<file path="config.mk">
export PLATFORM = sky130hd
export DESIGN_NAME = writeback_unit
export DESIGN_NICKNAME = d
export VERILOG_FILES = /design/src/rtl/writeback_unit.sv
export SDC_FILE = /design/constraint.sdc
export NUM_CORES = 1
export LEC_CHECK = 0
export CAP_MARGIN = 20
export CORE_ASPECT_RATIO = 1.75
export CORE_UTILIZATION = 60
export CTS_BUF_LIST = sky130_fd_sc_hd__clkbuf_4 sky130_fd_sc_hd__clkbuf_8
export CTS_CLUSTER_DIAMETER = 50
export DETAILED_ROUTE_END_ITERATION = 10
export DONT_BUFFER_PORTS = 1
export PLACE_DENSITY = 0.8
export SYNTH_ARGS = -nofsm -noshare
export SYNTH_HDL_FRONTEND = slang
export SYNTH_SLANG_ARGS = --single-unit
</file>
<file path="constraint.sdc">
create_clock -name clk -period 3.6 [get_ports clk]
set_input_delay 0.72 -clock clk [delete_from_list [all_inputs] [get_ports clk]]
set_output_delay 0.72 -clock clk [all_outputs]
set_load 0.02 [all_outputs]
</file>
<file path="src/rtl/writeback_unit.sv">
// Registered writeback stage: picks the register-file write value, sizes and extends
// sub-word loads, waits on data memory with a timeout, and emits one write pulse per instruction.
module writeback_unit #(
    parameter int XLEN        = 32,
    parameter int MEM_TIMEOUT = 16
) (
    input  logic            clk,
    input  logic            reset,
    input  logic            in_valid,
    output logic            in_ready,
    input  logic [1:0]      ResultSrc,
    input  logic [2:0]      funct3,
    input  logic            RegWrite,
    input  logic [4:0]      rd,
    input  logic [XLEN-1:0] ALUResult,
    input  logic [XLEN-1:0] PCPlus4,
    input  logic [XLEN-1:0] ImmExt,
    input  logic            mem_rvalid,
    input  logic [XLEN-1:0] MemoryData,
    output logic            wb_valid,
    output logic            wb_we,
    output logic [4:0]      wb_rd,
    output logic [XLEN-1:0] wb_data,
    output logic            wb_err,
    output logic            stall
);
    typedef enum logic {IDLE, WAIT_MEM} state_t;

    localparam int CW = $clog2(MEM_TIMEOUT + 1);
    localparam logic [CW-1:0] TIMEOUT = CW'(MEM_TIMEOUT);

    state_t state, state_nxt;
    logic [CW-1:0] cnt;
    logic [2:0] cap_f3;
    logic [1:0] cap_off;
    logic       cap_rw;
    logic [4:0] cap_rd;

    logic            accept;
    logic [2:0]      ld_f3;
    logic [1:0]      ld_off;
    logic            ld_rw;
    logic [4:0]      ld_rd;
    logic [7:0]      ld_byte;
    logic [15:0]     ld_half;
    logic [XLEN-1:0] ld_val;
    logic            ld_bad;
    logic [XLEN-1:0] sel_val;

    logic            done, err_nxt, we_nxt, cnt_clr, cnt_inc;
    logic [XLEN-1:0] data_nxt;

    assign in_ready = (state == IDLE);
    assign stall    = (state == WAIT_MEM);
    assign accept   = in_valid && in_ready;

    // Zero-wait loads extract from the live request; waiting loads use the captured one.
    always_comb begin
        ld_f3  = cap_f3;
        ld_off = cap_off;
        ld_rw  = cap_rw;
        ld_rd  = cap_rd;
        if (state == IDLE) begin
            ld_f3  = funct3;
            ld_off = ALUResult[1:0];
            ld_rw  = RegWrite;
            ld_rd  = rd;
        end
    end

    always_comb begin
        ld_byte = MemoryData[8*ld_off +: 8];
        ld_half = MemoryData[16*ld_off[1] +: 16];
        ld_val  = '0;
        ld_bad  = 1'b0;
        case (ld_f3)
            3'b000: ld_val = {{(XLEN-8){ld_byte[7]}}, ld_byte};
            3'b100: ld_val = {{(XLEN-8){1'b0}}, ld_byte};
            3'b001: begin
                ld_val = {{(XLEN-16){ld_half[15]}}, ld_half};
                ld_bad = ld_off[0];
            end
            3'b101: begin
                ld_val = {{(XLEN-16){1'b0}}, ld_half};
                ld_bad = ld_off[0];
            end
            3'b010: begin
                ld_val = MemoryData;
                ld_bad = (ld_off != 2'b00);
            end
            default: ld_bad = 1'b1;
        endcase
    end

    always_comb begin
        case (ResultSrc)
            2'b00:   sel_val = ALUResult;
            2'b01:   sel_val = MemoryData;
            2'b10:   sel_val = PCPlus4;
            default: sel_val = ImmExt;
        endcase
    end

    always_comb begin
        state_nxt = state;
        done      = 1'b0;
        err_nxt   = 1'b0;
        we_nxt    = 1'b0;
        data_nxt  = '0;
        cnt_clr   = 1'b0;
        cnt_inc   = 1'b0;
        case (state)
            IDLE: begin
                if (accept) begin
                    if (ResultSrc != 2'b01) begin
                        done     = 1'b1;
                        data_nxt = sel_val;
                        we_nxt   = RegWrite && (rd != 5'd0);
                    end else if (mem_rvalid) begin
                        done     = 1'b1;
                        err_nxt  = ld_bad;
                        data_nxt = ld_bad ? '0 : ld_val;
                        we_nxt   = !ld_bad && ld_rw && (ld_rd != 5'd0);
                    end else begin
                        state_nxt = WAIT_MEM;
                        cnt_clr   = 1'b1;
                    end
                end
            end
            WAIT_MEM: begin
                // Data arriving on the timeout cycle still completes normally.
                if (mem_rvalid) begin
                    done      = 1'b1;
                    err_nxt   = ld_bad;
                    data_nxt  = ld_bad ? '0 : ld_val;
                    we_nxt    = !ld_bad && ld_rw && (ld_rd != 5'd0);
                    state_nxt = IDLE;
                end else if (cnt == TIMEOUT) begin
                    done      = 1'b1;
                    err_nxt   = 1'b1;
                    state_nxt = IDLE;
                end else begin
                    cnt_inc = 1'b1;
                end
            end
            default: state_nxt = IDLE;
        endcase
    end

    always_ff @(posedge clk or posedge reset) begin
        if (reset) begin
            state    <= IDLE;
            cnt      <= '0;
            cap_f3   <= '0;
            cap_off  <= '0;
            cap_rw   <= 1'b0;
            cap_rd   <= '0;
            wb_valid <= 1'b0;
            wb_we    <= 1'b0;
            wb_err   <= 1'b0;
            wb_rd    <= '0;
            wb_data  <= '0;
        end else begin
            state    <= state_nxt;
            wb_valid <= done;
            wb_we    <= we_nxt;
            wb_err   <= err_nxt;
            if (cnt_clr)      cnt <= '0;
            else if (cnt_inc) cnt <= cnt + 1'b1;
            if (accept) begin
                cap_f3  <= funct3;
                cap_off <= ALUResult[1:0];
                cap_rw  <= RegWrite;
                cap_rd  <= rd;
            end
            if (done) begin
                wb_rd   <= ld_rd;
                wb_data <= data_nxt;
            end
        end
    end
endmodule
</file>
* Word level (Yosys, flattened, before mapping)
Cells that the tools add are included.
** Word-level totals
- Logic and storage cells :: 73
- Bits in registers :: 57
- Output and inout bits :: 42
** Operators by class
- Eq/ne operators :: 8
- Mux-type cells :: 37
- Reduce and logical (&&, ||, !) cells :: 13
- Shift-type cells :: 2
- Bitwise logic cells :: 1
- $add $sub $neg :: 1
** Operators with widths (count)
- 32-bit one-hot mux with 5 select lines :: 1
- 32-bit 2-to-1 mux :: 4
- 32-bit one-hot mux with 3 select lines :: 1
- 32-bit one-hot mux with 2 select lines :: 1
- 32-bit by 6-bit variable part select with 16-bit output :: 1
- 32-bit by 6-bit variable part select with 8-bit output :: 1
- 1-bit 2-to-1 mux :: 20
- 5-bit 2-to-1 mux :: 3
- 5-bit nonzero test :: 2
- 1-bit one-hot mux with 2 select lines :: 4
- 3-bit == test (second input constant) :: 2
- 5-bit by 1-bit adder with 5-bit output (second input constant) :: 1
- 5-bit == test (second input constant) :: 1
- 1-bit logical AND :: 4
- 2-bit nonzero test :: 2
- 2-bit OR reduction :: 2
- 3-bit by 1-bit == test with 1-bit output (second input constant) :: 1
- 3-bit by 2-bit == test with 1-bit output (second input constant) :: 1
- 3-bit zero test :: 1
- 3-bit 2-to-1 mux :: 1
- 1-bit one-hot mux with 3 select lines :: 1
- 2-bit by 1-bit == test with 1-bit output (second input constant) :: 1
- 2-bit == test (second input constant) :: 1
- 2-bit zero test :: 1
- 4 further kinds :: 4

* Depth between registers and ports, before layout
Gate-level depths: netlist (run 1).
- Depth in word-level cells :: 11
- Mapped depth :: 10
- Depth with buffers taken out :: 8

* Worst setup path before layout (run 1)
No wires, ideal clock.
- Path kind :: in2reg
- Start point :: input ALUResult[0]
- End point :: register wb_data[16]
- Setup slack :: 1.396 ns
- Library setup time :: 0.121 ns
- Data required time :: 3.479 ns
- Cell stages on the path :: 6
- Data arrival time :: 2.082 ns
- Buffers on the path :: 1
- Cell sequence :: mux2i_1 -> mux4_2 -> a32oi_4 -> buf_6 -> a21oi_1 -> o22a_1
** On the way
- Word-level cells in the longest chain between the ends :: 8
- Elaborated cells on any way between the ends :: 10
- Classes of those cells :: shift (1); mux (8); reduce/logical (1)
** Ends and longest elaborated chain
- start: declaration :: RTL line 15 : input logic [XLEN-1:0] ALUResult,
- 2-bit 2-to-1 mux * :: RTL line 63 : if (state == IDLE) begin
- 32-bit by 6-bit variable part select with 8-bit output / 2-bit nonzero test (equally long branches) :: RTL line 72, 89
- 32-bit one-hot mux with 5 select lines / 1-bit one-hot mux with 3 select lines (equally long branches) :: RTL line 76 : case (ld_f3)
- 32-bit 2-to-1 mux * :: RTL line 122, 135
- 32-bit 2-to-1 mux * :: RTL line 119, 132
- 32-bit 2-to-1 mux :: RTL line 115 : if (ResultSrc != 2'b01) begin
- 32-bit 2-to-1 mux :: RTL line 114 : if (accept) begin
- 32-bit one-hot mux with 2 select lines * :: RTL line 112 : case (state)
- end signal: assignment :: RTL line 178 : wb_data <= data_nxt;
- end: declaration :: RTL line 23 : output logic [XLEN-1:0] wb_data,
Every way passes the cells marked *; elsewhere a longest branch is shown, timed or not.
A chain may end at the register's enable or synchronous reset.

* Final worst setup path (run 1)
- Start point :: register state (netlist: stall)
- End point :: register wb_data[24]
** On the way
- Elaborated cells on any way between the ends :: 23
- Classes of those cells :: eq/ne (4); shift (2); mux (11); bitwise (1); reduce/logical (5)
** RTL lines
- start: declaration :: RTL line 32 : state_t state, state_nxt;
- start signal: assignment :: RTL line 164 : state <= state_nxt;
- 1-bit inverter *
- net in_ready :: RTL line 10 : output logic in_ready,
- 1-bit logical AND :: RTL line 55 : assign accept = in_valid && in_ready;
- 32-bit 2-to-1 mux / 1-bit 2-to-1 mux (equally long branches) :: RTL line 114
- 32-bit one-hot mux with 2 select lines / 1-bit one-hot mux with 2 select lines (equally long branches) :: RTL line 112
Mark *: on every way through the listed nets, which the timed path passes. The rest lies on a longest branch.

==> flow_metrics.tcl, run 1 <==
set metrics [dict create \
    fin_tns_setup_ns 0 \
    final-hold-violation-count 0 \
    cp.arrival_ns 2.97 \
    remaining_drc_errors 0 \
    drv_slew 0 \
    globalRouteOverflowTotal 0 \
    synthDominantCellAreaShare 0.3694 \
    timing.critical_path.from_type "flop" \
    synth_enable_flop_cells 0 \
    postCtsHoldBufs 0 \
    crit_path_end_kind "flop" \
    worst_r2r_startpoint "stall" \
    clock_sink_count 57 \
    timing.critical_path.cells "buf_4, inv_1, nand2_1, o21a_1, inv_1, o21ai_0, o22a_1" \
    core_area_mm2 0.006228 \
    power.density_cell_area_mw_per_mm2 485.1 \
    vias_per_cell 6.690 \
    initial_core_util 0.6199 \
    tritoncts "done" \
    cts_resized 0 \
    drive_gt1_frac 0.07955 \
    clk_transition_reported_paths_ns 0.07 \
    die_height_um 108.1 \
    worst_skew_pair.late_latency_ns 0.35 \
    critPathMaxFanout 33 \
    dieArea_mm2 0.006773 \
    critical-path-max-stage-delay_ns 0.62 \
    io-pin-count 185 \
    max-cap-violations 0 \
    critical-path-top-delay-family "buffers and inverters" \
    yosysUniqueCellTypes 47 \
    critical_path.most_common_cell "sky130_fd_sc_hd__inv_1" \
    r2r_end "wb_data[24]" \
    pin_count_of_the_biggest_net_entering_global_routing 36 \
    cts-htree-levels 3 \
    crit_path_start "stall" \
    worst_slack_ns 0.8563 \
    dpl.hpwl_um 8302 \
    ys_ff_latch 57 \
    fmaxAchievable_mhz 364.5 \
    clk_root_buffer_cell "sky130_fd_sc_hd__clkbuf_8" \
    drtAntennaViolNets 0 \
    commonest_register_cell_after_synthesis "sky130_fd_sc_hd__dfrtp_1" \
    floorplan.rows 38 \
    endpoint "wb_data[24]" \
    antenna_cells 0 \
    fp.dieW_um 62.64 \
    setup_viol 0 \
    yosys-top-cells-area "sky130_fd_sc_hd__dfrtp_1 37%, sky130_fd_sc_hd__mux2i_1 14%, sky130_fd_sc_hd__nand2_1 8.1%" \
    ff2ff_setup_slack_ns 0.86 \
    post_layout_minimum_cycle_time_ns 2.744 \
    io_buffer_count 0 \
    drtPass1Iterations 6 \
    grt_first_pass_wirelength_um 17040 \
    count_of_mapped_cells_out_of_synthesis 454 \
    finalCritPeriodShare 0.7621 \
    place_ws_ns 0.9390 \
    cts_post_setup_buffers_inserted 0 \
    unrepaired_setup_endpoints_after_global_routing "false" \
    grtUsageTotal 0.3308 \
    routed_wirelength_um 11010 \
    synth_warnings 0 \
    synthMostInstantiatedCell "sky130_fd_sc_hd__nand2_1" \
    outcome "complete, no violations" \
    fraction_of_synthesis_flops_using_an_asynchronous_set_or_reset_pin 1.000 \
    layout-area-overhead-vs-synth_pct 4.828 \
    power_leakage_uw 0.001741 \
    worst-r2r-cell-count 7 \
    grt_pass1_vias 3403 \
    fin_total_pwr_uw 1963 \
    tritoncts.num_buffers 9 \
    ctsLongestPathBuffers 2 \
    worst_slew_margin_rel 0.2748 \
    critPathSlowestCell "sky130_fd_sc_hd__inv_1" \
    detail_route.wl_per_cell_um 21.16 \
    number_of_antenna_violations_at_the_first_check_in_global_routing 0 \
    ys_top_cells_by_count "83 x sky130_fd_sc_hd__nand2_1, 57 x sky130_fd_sc_hd__dfrtp_1, 54 x sky130_fd_sc_hd__mux2i_1" \
    critPathBufInv 3 \
    routed-via-count 3479 \
    fin_nets 581 \
    worstHoldPathType "primary input to async pin" \
    worst-path-stages 7 \
    yosysTopAreaCell "sky130_fd_sc_hd__dfrtp_1" \
    data_required_time_of_the_worst_path_ns 3.83 \
    finalClockSkew_ns 0.007024 \
    synth_seq_area_share 0.3694 \
    worst_pin_slew_ns 1.083 \
    drt_iter0_drc 323 \
    critPathKind "flop to flop" \
    synthesis.nets 599 \
    place.gp.congestion 0.8940 \
    vdd_drop_max_mv 0.2682 \
    synth_area_mm2 0.003861 \
    synthesis.area_per_instance_um2 8.505 \
]
-- flip-flops by register name (all words and copies together), names as in the netlist, 2 cells and up --
| register | flops |
|---|---|
| wb_rd | 5 |
| cap_rd | 5 |
| wb_data | 32 |
| cap_off | 2 |
| cnt | 5 |
| cap_f3 | 3 |
-- metal layers --
layer / part of all wire / global-route usage
met1: 0.35 / 0.3593
met4: 0.040 / 0.1777
met5: 0 / 0
met2: 0.52 / 0.5707
met3: 0.089 / 0.1023
-- stage by stage --
stage	cells	hold WS (ns)	utilization	instance area, um2
floorplan	454	0.4454	-	3861
global placement	504	0.4598	0.6141	3825
detailed placement	504	0.4645	0.6141	3825
CTS	519	0.3330	0.6474	4033
global route	520	0.3680	0.6499	4048
finish	520	0.3218	0.6499	4048
-- area by class of cell --
type	instances	area, um2
Clock inverter	6	83.83
Inverter	5	18.77
Multi-Input combinational cell	356	2235
Sequential cell	57	1426
Timing Repair Buffer	7	60.06
Tap cell	80	100.1
Fill cell	538	2181
Clock buffer	9	123.9
-- layout by cell type (no fill, tap or decap), types with 2 or more instances in the layout --
| cell type | synthesis | final |
|---|---|---|
| sky130_fd_sc_hd__dfrtp_1 | 57 | 57 |
| sky130_fd_sc_hd__mux2i_1 | 54 | 54 |
| sky130_fd_sc_hd__o21a_1 | 2 | 2 |
| sky130_fd_sc_hd__a31oi_1 | 8 | 8 |
| sky130_fd_sc_hd__nor2b_1 | 3 | 2 |
| sky130_fd_sc_hd__bufinv_16 | 0 | 2 |
| sky130_fd_sc_hd__o21ai_0 | 50 | 50 |
| sky130_fd_sc_hd__clkinv_2 | 0 | 3 |
| sky130_fd_sc_hd__a221o_1 | 8 | 8 |
| sky130_fd_sc_hd__nand4_1 | 2 | 2 |
| sky130_fd_sc_hd__ha_1 | 2 | 2 |
| sky130_fd_sc_hd__a22oi_1 | 4 | 4 |
| sky130_fd_sc_hd__o22a_1 | 16 | 16 |
| sky130_fd_sc_hd__clkbuf_8 | 0 | 9 |
| sky130_fd_sc_hd__a221oi_1 | 8 | 8 |
| sky130_fd_sc_hd__nor3b_1 | 2 | 2 |
| sky130_fd_sc_hd__inv_1 | 5 | 4 |
| sky130_fd_sc_hd__nor3_1 | 5 | 5 |
| sky130_fd_sc_hd__a21oi_1 | 34 | 34 |
| sky130_fd_sc_hd__o22ai_1 | 7 | 7 |
| sky130_fd_sc_hd__nor2_1 | 40 | 40 |
| sky130_fd_sc_hd__xor2_1 | 3 | 3 |
| sky130_fd_sc_hd__or3b_2 | 2 | 2 |
| sky130_fd_sc_hd__nand2_1 | 83 | 83 |
| sky130_fd_sc_hd__buf_4 | 1 | 6 |
| sky130_fd_sc_hd__mux2_2 | 3 | 3 |
-- where the power goes --
part           total, uW  switching (uW)  leakage, uW  internal [uW]
clock network        651             268     0.000109            383
logic                378             210     0.000927            167
registers            935             191     0.000706            744
total               1960             669      0.00174           1290
-- cells by family after synthesis --
kind of cell               synth area share
muxes                                0.1604
adders and majority gates          0.006480
and+or+nand+nor                      0.1598
buffers and inverters               0.05249
xor gates and xnor gates           0.009075
DFF                                  0.3694
AOI/OAI and AO/OA                    0.2424
-- worst min path at each step --
stage / cells past startpoint / start / slack [ns] / end
final: 1 / reset / 0.32 / wb_data[11]
after global routing: 1 / reset / 0.37 / wb_data[26]
after CTS: 1 / reset / 0.33 / wb_data[11]
after detailed placement: 2 / cap_rw / 0.46 / cap_rw
after global placement: 2 / cap_rw / 0.46 / cap_rw
after floorplan: 2 / cap_rw / 0.45 / cap_rw
Note: power is estimated with default switching activity, not from simulation.
==> inputs of run 2 (changes only) <==
Settings changed: PLACE_DENSITY 0.8 to 0.83.
Clock period 3.6 ns to 2.4 ns, I/O delays scaled along.
==> run 2 against run 1 <==
  * Sequential share of layout area down 0.95 points
  * Hold slack worse by 0.087 ns
  * Die area unchanged
  * Critical endpoint is now wb_data[25]
  * Highest routed layer unchanged
==> flow_metrics.tcl, run 2 (synthesis gave the netlist of run 1 again) <==
set metrics [dict create \
    outcome "complete, no violations" \
    drtAntennaViolNets 0 \
    core_area_mm2 0.006228 \
    critPathKind "flop to flop" \
    tritoncts "done" \
    vdd_drop_max_mv 0.5504 \
    worstHoldPathType "primary input to flop" \
    clk_root_buffer_cell "sky130_fd_sc_hd__clkbuf_8" \
    layout.cells.most_common "sky130_fd_sc_hd__nand2_1" \
    finalClockSkew_ns 0.008662 \
    crit_path_end_kind "flop" \
    drive_gt1_frac 0.1047 \
    worst_slew_margin_rel 0.4903 \
    finalCritPeriodShare 0.9582 \
    cts_post_setup_buffers_inserted 0 \
    fin_total_pwr_uw 3012 \
    die_height_um 108.1 \
    grtUsageTotal 0.3420 \
    setup_viol 0 \
    fin_nets 589 \
    power.density_cell_area_mw_per_mm2 724.0 \
    layout_common_cells "83 x sky130_fd_sc_hd__nand2_1, 57 x sky130_fd_sc_hd__dfrtp_1, 53 x sky130_fd_sc_hd__mux2i_1" \
    max-cap-violations 0 \
    layout-area-overhead-vs-synth_pct 7.745 \
    dpl.hpwl_um 8393 \
    fmaxAchievable_mhz 434.8 \
    cts-htree-levels 3 \
    post_layout_minimum_cycle_time_ns 2.300 \
    worst_skew_pair.late_latency_ns 0.35 \
    io-pin-count 185 \
    vias_per_cell 6.750 \
    routed-via-count 3571 \
    final-hold-violation-count 0 \
    floorplan.rows 38 \
    drtPass1Iterations 5 \
    unrepaired_setup_endpoints_after_global_routing "false" \
    tritoncts.num_buffers 9 \
    worst_pin_slew_ns 0.7566 \
    initial_core_util 0.6199 \
    largest_register_ff_count 32 \
    clk_transition_reported_paths_ns 0.07 \
    grt_pass1_vias 3449 \
    number_of_antenna_violations_at_the_first_check_in_global_routing 0 \
    fp.dieW_um 62.64 \
    fin_tns_setup_ns 0 \
    data_required_time_of_the_worst_path_ns 2.69 \
    remaining_drc_errors 0 \
    drv_slew 0 \
    antenna_cells 0 \
    grt_first_pass_wirelength_um 17390 \
    critPathMaxFanout 16 \
    routed_wirelength_um 11310 \
    timing.critical_path.from_type "flop" \
    power_leakage_uw 0.001792 \
    place.gp.congestion 1.015 \
    dieArea_mm2 0.006773 \
    detail_route.wl_per_cell_um 21.38 \
    io_buffer_count 0 \
    pin_count_of_the_biggest_net_entering_global_routing 50 \
    ctsLongestPathBuffers 2 \
    cp.arrival_ns 2.59 \
    drt_iter0_drc 351 \
    registers.top_by_ff_count "wb_data" \
    clock_sink_count 57 \
    globalRouteOverflowTotal 0 \
]
-- run 2: changes by cell type in the layout (fill, tap and decap cells not counted), sizes merged --
cell,previous run,this run
buf,7,14
clkbuf,9,11
clkinv,4,2
clkinvlp,0,1
dlygate4sd3,0,1
-- run 2: layout make-up --
class | count | area [um2]
timing repair buffer | 15 | 135.1
clock buffer | 11 | 151.4
multi-input combinational | 356 | 2251
tap | 80 | 100.1
fill | 539 | 2068
inverter | 5 | 18.77
clock inverter | 5 | 77.57
sequential | 57 | 1426
-- run 2: worst max-delay path, cell delays in order, from the launching register on --
cell,delay [ns]
sky130_fd_sc_hd__dfrtp_1,0.46
sky130_fd_sc_hd__buf_4,0.24
sky130_fd_sc_hd__nor3_1,0.40
sky130_fd_sc_hd__nor2_1,0.14
sky130_fd_sc_hd__a221o_1,0.43
sky130_fd_sc_hd__buf_4,0.22
sky130_fd_sc_hd__a21oi_1,0.19
sky130_fd_sc_hd__o22a_1,0.15
-- run 2: final timing paths --
path / endpoint / cells after the start / slack [ns] / start
worst max-delay path: wb_data[25] / 7 / 0.10 / stall
worst min-delay path: cap_rd[0] / 2 / 0.23 / rd[0]
worst max register to register: wb_data[25] / 7 / 0.10 / stall
worst min register to register: cap_rw / 2 / 0.49 / cap_rw
max in group asynchronous: wb_data[8] / 3 / 1.01 / reset
min in group asynchronous: wb_data[19] / 2 / 0.52 / reset
-- run 2: routing by layer --
metal  vias to the layer above  routed length, um  global-route usage
li1                       1620                  -                   -
met1                      1695               3825              0.3655
met2                       213               5835              0.5784
met3                        43               1073              0.1245
met4                         0                574              0.1944
met5                         -                  0                   0
-- run 2: stage by stage --
step / hold slack, ns / setup slack [ns] / std cells / instance area [um2] / util
floorplan: 0.4454 / 0.2455 / 454 / 3861 / -
global placement: 0.2776 / 0.1839 / 511 / 3890 / 0.6245
detailed placement: 0.2823 / 0.1438 / 511 / 3890 / 0.6245
CTS: 0.2307 / 0.1194 / 528 / 4129 / 0.6629
global route: 0.2268 / 0.005012 / 529 / 4160 / 0.6679
finish: 0.2349 / 0.1003 / 529 / 4160 / 0.6679
-- run 2: what timing repair did --
action                                  in CTS  in global routing
hold endpoints to repair                     8                  0
resized for setup                            0                  4
hold buffers                                 1                  0
endpoints found under the setup margin       0                 10
-- run 2: power breakdown --
part           total [uW]  internal [uW]  leakage, uW  switching (uW)
sequential           1400           1120     0.000706             283
clock                1020            637     0.000115             384
combinational         591            265     0.000971             326
total                3010           2020      0.00179             993
==> inputs of run 3 (changes only) <==
Settings changed: PLACE_DENSITY 0.83 to 0.8.
Clock period 2.4 ns to 2.9 ns, I/O delays scaled along.
==> run 3 against run 2 <==
  * Fmax fell by 11%
  * Sequential power is 17% lower
  * Register-to-register slack better by 0.23 ns
  * Final cell count decreased by 1.3%
  * Global-route usage fell by 1.2 points
  * Non-clock buffer count fell by 7
  * Flip-flop and latch count is the same
  * Combinational power fell by 19%
  * Count of clock-buffer cells in the layout up 3
  * Setup slack improved by 0.23 ns
  * First-iteration DRC count fell by 17%
  * Hold slack lost 0.086 ns
  * Largest power group unchanged
==> flow_metrics.tcl, run 3 (synthesis gave the netlist of run 1 again) <==
set metrics [dict create \
    outcome "complete, no violations" \
    worst-r2r-cell-count 6 \
    tritoncts.num_buffers 9 \
    tritoncts "done" \
    finalClockSkew_ns 0.01072 \
    drt_iter0_drc 291 \
    critical-path-top-delay-family "compound AO/OA/AOI/OAI gates" \
    timing.critical_path.cells "buf_4, nor3b_1, nor2_1, a221o_1, a31oi_1, a221o_1" \
    dpl.hpwl_um 8380 \
    globalRouteOverflowTotal 0 \
    floorplan.rows 38 \
    worstHoldPathType "primary input to async pin" \
    vdd_drop_max_mv 0.3919 \
    postCtsHoldBufs 0 \
    fin_nets 582 \
    cts-htree-levels 3 \
    finalCritPeriodShare 0.8863 \
    post_dp_cell_area_mm2 0.003865 \
    grtUsageTotal 0.3301 \
    fin_tns_setup_ns 0 \
    dieArea_mm2 0.006773 \
    cts_resized 0 \
    worst_r2r_startpoint "stall" \
    final-hold-violation-count 0 \
    worst_skew_pair.late_latency_ns 0.35 \
    worst_slew_margin_rel 0.3492 \
    clk_root_buffer_cell "sky130_fd_sc_hd__clkbuf_8" \
    layout-area-overhead-vs-synth_pct 4.926 \
    critPathMaxFanout 26 \
    power_leakage_uw 0.001741 \
    drv_slew 0 \
    fp.dieW_um 62.64 \
    critPathSlowestCell "sky130_fd_sc_hd__a221o_1" \
    layout.cell_area.non_filler_mm2 0.004051 \
    detail_route.wl_per_cell_um 21.63 \
    drive_gt1_frac 0.08371 \
    layout.cells.most_common "sky130_fd_sc_hd__nand2_1" \
    io-pin-count 185 \
    place.gp.congestion 0.9181 \
    layout_common_cells "83 x sky130_fd_sc_hd__nand2_1, 57 x sky130_fd_sc_hd__dfrtp_1, 54 x sky130_fd_sc_hd__mux2i_1" \
    largest_register_ff_count 32 \
    critical_path.most_common_cell "sky130_fd_sc_hd__a221o_1" \
    ff2ff_setup_slack_ns 0.33 \
    critical-path-max-stage-delay_ns 0.69 \
    worst_pin_slew_ns 0.9760 \
    setup_viol 0 \
    number_of_antenna_violations_at_the_first_check_in_global_routing 0 \
    registers.top_by_ff_count "wb_data" \
    remaining_drc_errors 0 \
    cts_post_setup_buffers_inserted 0 \
    pin_count_of_the_biggest_net_entering_global_routing 58 \
    critPathBufInv 1 \
    data_required_time_of_the_worst_path_ns 3.19 \
    fmaxAchievable_mhz 389.1 \
    r2r_end "wb_data[9]" \
    routed_wirelength_um 11290 \
    power.density_cell_area_mw_per_mm2 577.4 \
    unrepaired_setup_endpoints_after_global_routing "false" \
    vias_per_cell 6.851 \
    routed-via-count 3576 \
    post_layout_minimum_cycle_time_ns 2.570 \
    cp.arrival_ns 2.86 \
    initial_core_util 0.6199 \
    core_area_mm2 0.006228 \
    clk_transition_reported_paths_ns 0.07 \
    ctsLongestPathBuffers 2 \
    die_height_um 108.1 \
    grt_first_pass_wirelength_um 16900 \
    drtAntennaViolNets 0 \
    clock_sink_count 57 \
    timing.critical_path.from_type "flop" \
    grt_pass1_vias 3348 \
    crit_path_end_kind "flop" \
    critPathKind "flop to flop" \
    max-cap-violations 0 \
    io_buffer_count 0 \
    antenna_cells 0 \
    drtPass1Iterations 5 \
]
run 3: cell count changes in the layout (fill, tap and decap cells not counted), sizes merged:
cell	change
buf	-6
bufinv	-2
clkbuf	+3
clkinv	-1
dlygate4sd3	-1
run 3: stage by stage:
stage               cells  hold slack [ns]    util  total power, uW  setup WS (ns)
finish                522           0.1492  0.6505             2339         0.3298
global route          522           0.1781  0.6505             2436         0.2271
CTS                   522           0.1702  0.6505             2342         0.4326
detailed placement    506           0.4628  0.6205             1645         0.4427
global placement      506           0.4618  0.6205             1622         0.5236
floorplan             454           0.4454       -             1535         0.7455
run 3: worst max-delay path by stage:
stage,startpoint,end,cells after the start
4_1_cts,stall,wb_data[26],6
3_3_place_gp,stall,wb_data[15],5
2_1_floorplan,stall,wb_data[21],7
6_report,stall,wb_data[9],6
3_5_place_dp,stall,wb_data[26],6
5_1_grt,stall,wb_data[26],6
run 3: final cells by class:
class                   count  area [um2]
multi-input cells         356        2235
fillers                   573        2177
flip-flops and latches     57        1426
clock buffers              14       173.9
well taps                  80       100.1
repair buffers              8       85.08
inverters                   5       18.77
clock inverters             2       12.51
run 3: report_power, final:
| part | internal (uW) | switching, uW | total (uW) |
|---|---|---|---|
| Clock | 384 | 318 | 702 |
| Sequential | 925 | 235 | 1160 |
| Combinational | 213 | 264 | 477 |
run 3: metal layers:
layer  wire length [um]  global-route usage  vias to the layer above  share of wire
li1                   -                   -                     1605              -
met1               3989              0.3553                     1708           0.35
met2               5849              0.5543                      210           0.52
met3                905              0.1044                       53          0.080
met4                546              0.2143                        0          0.048
met5                  0                   0                        -              0
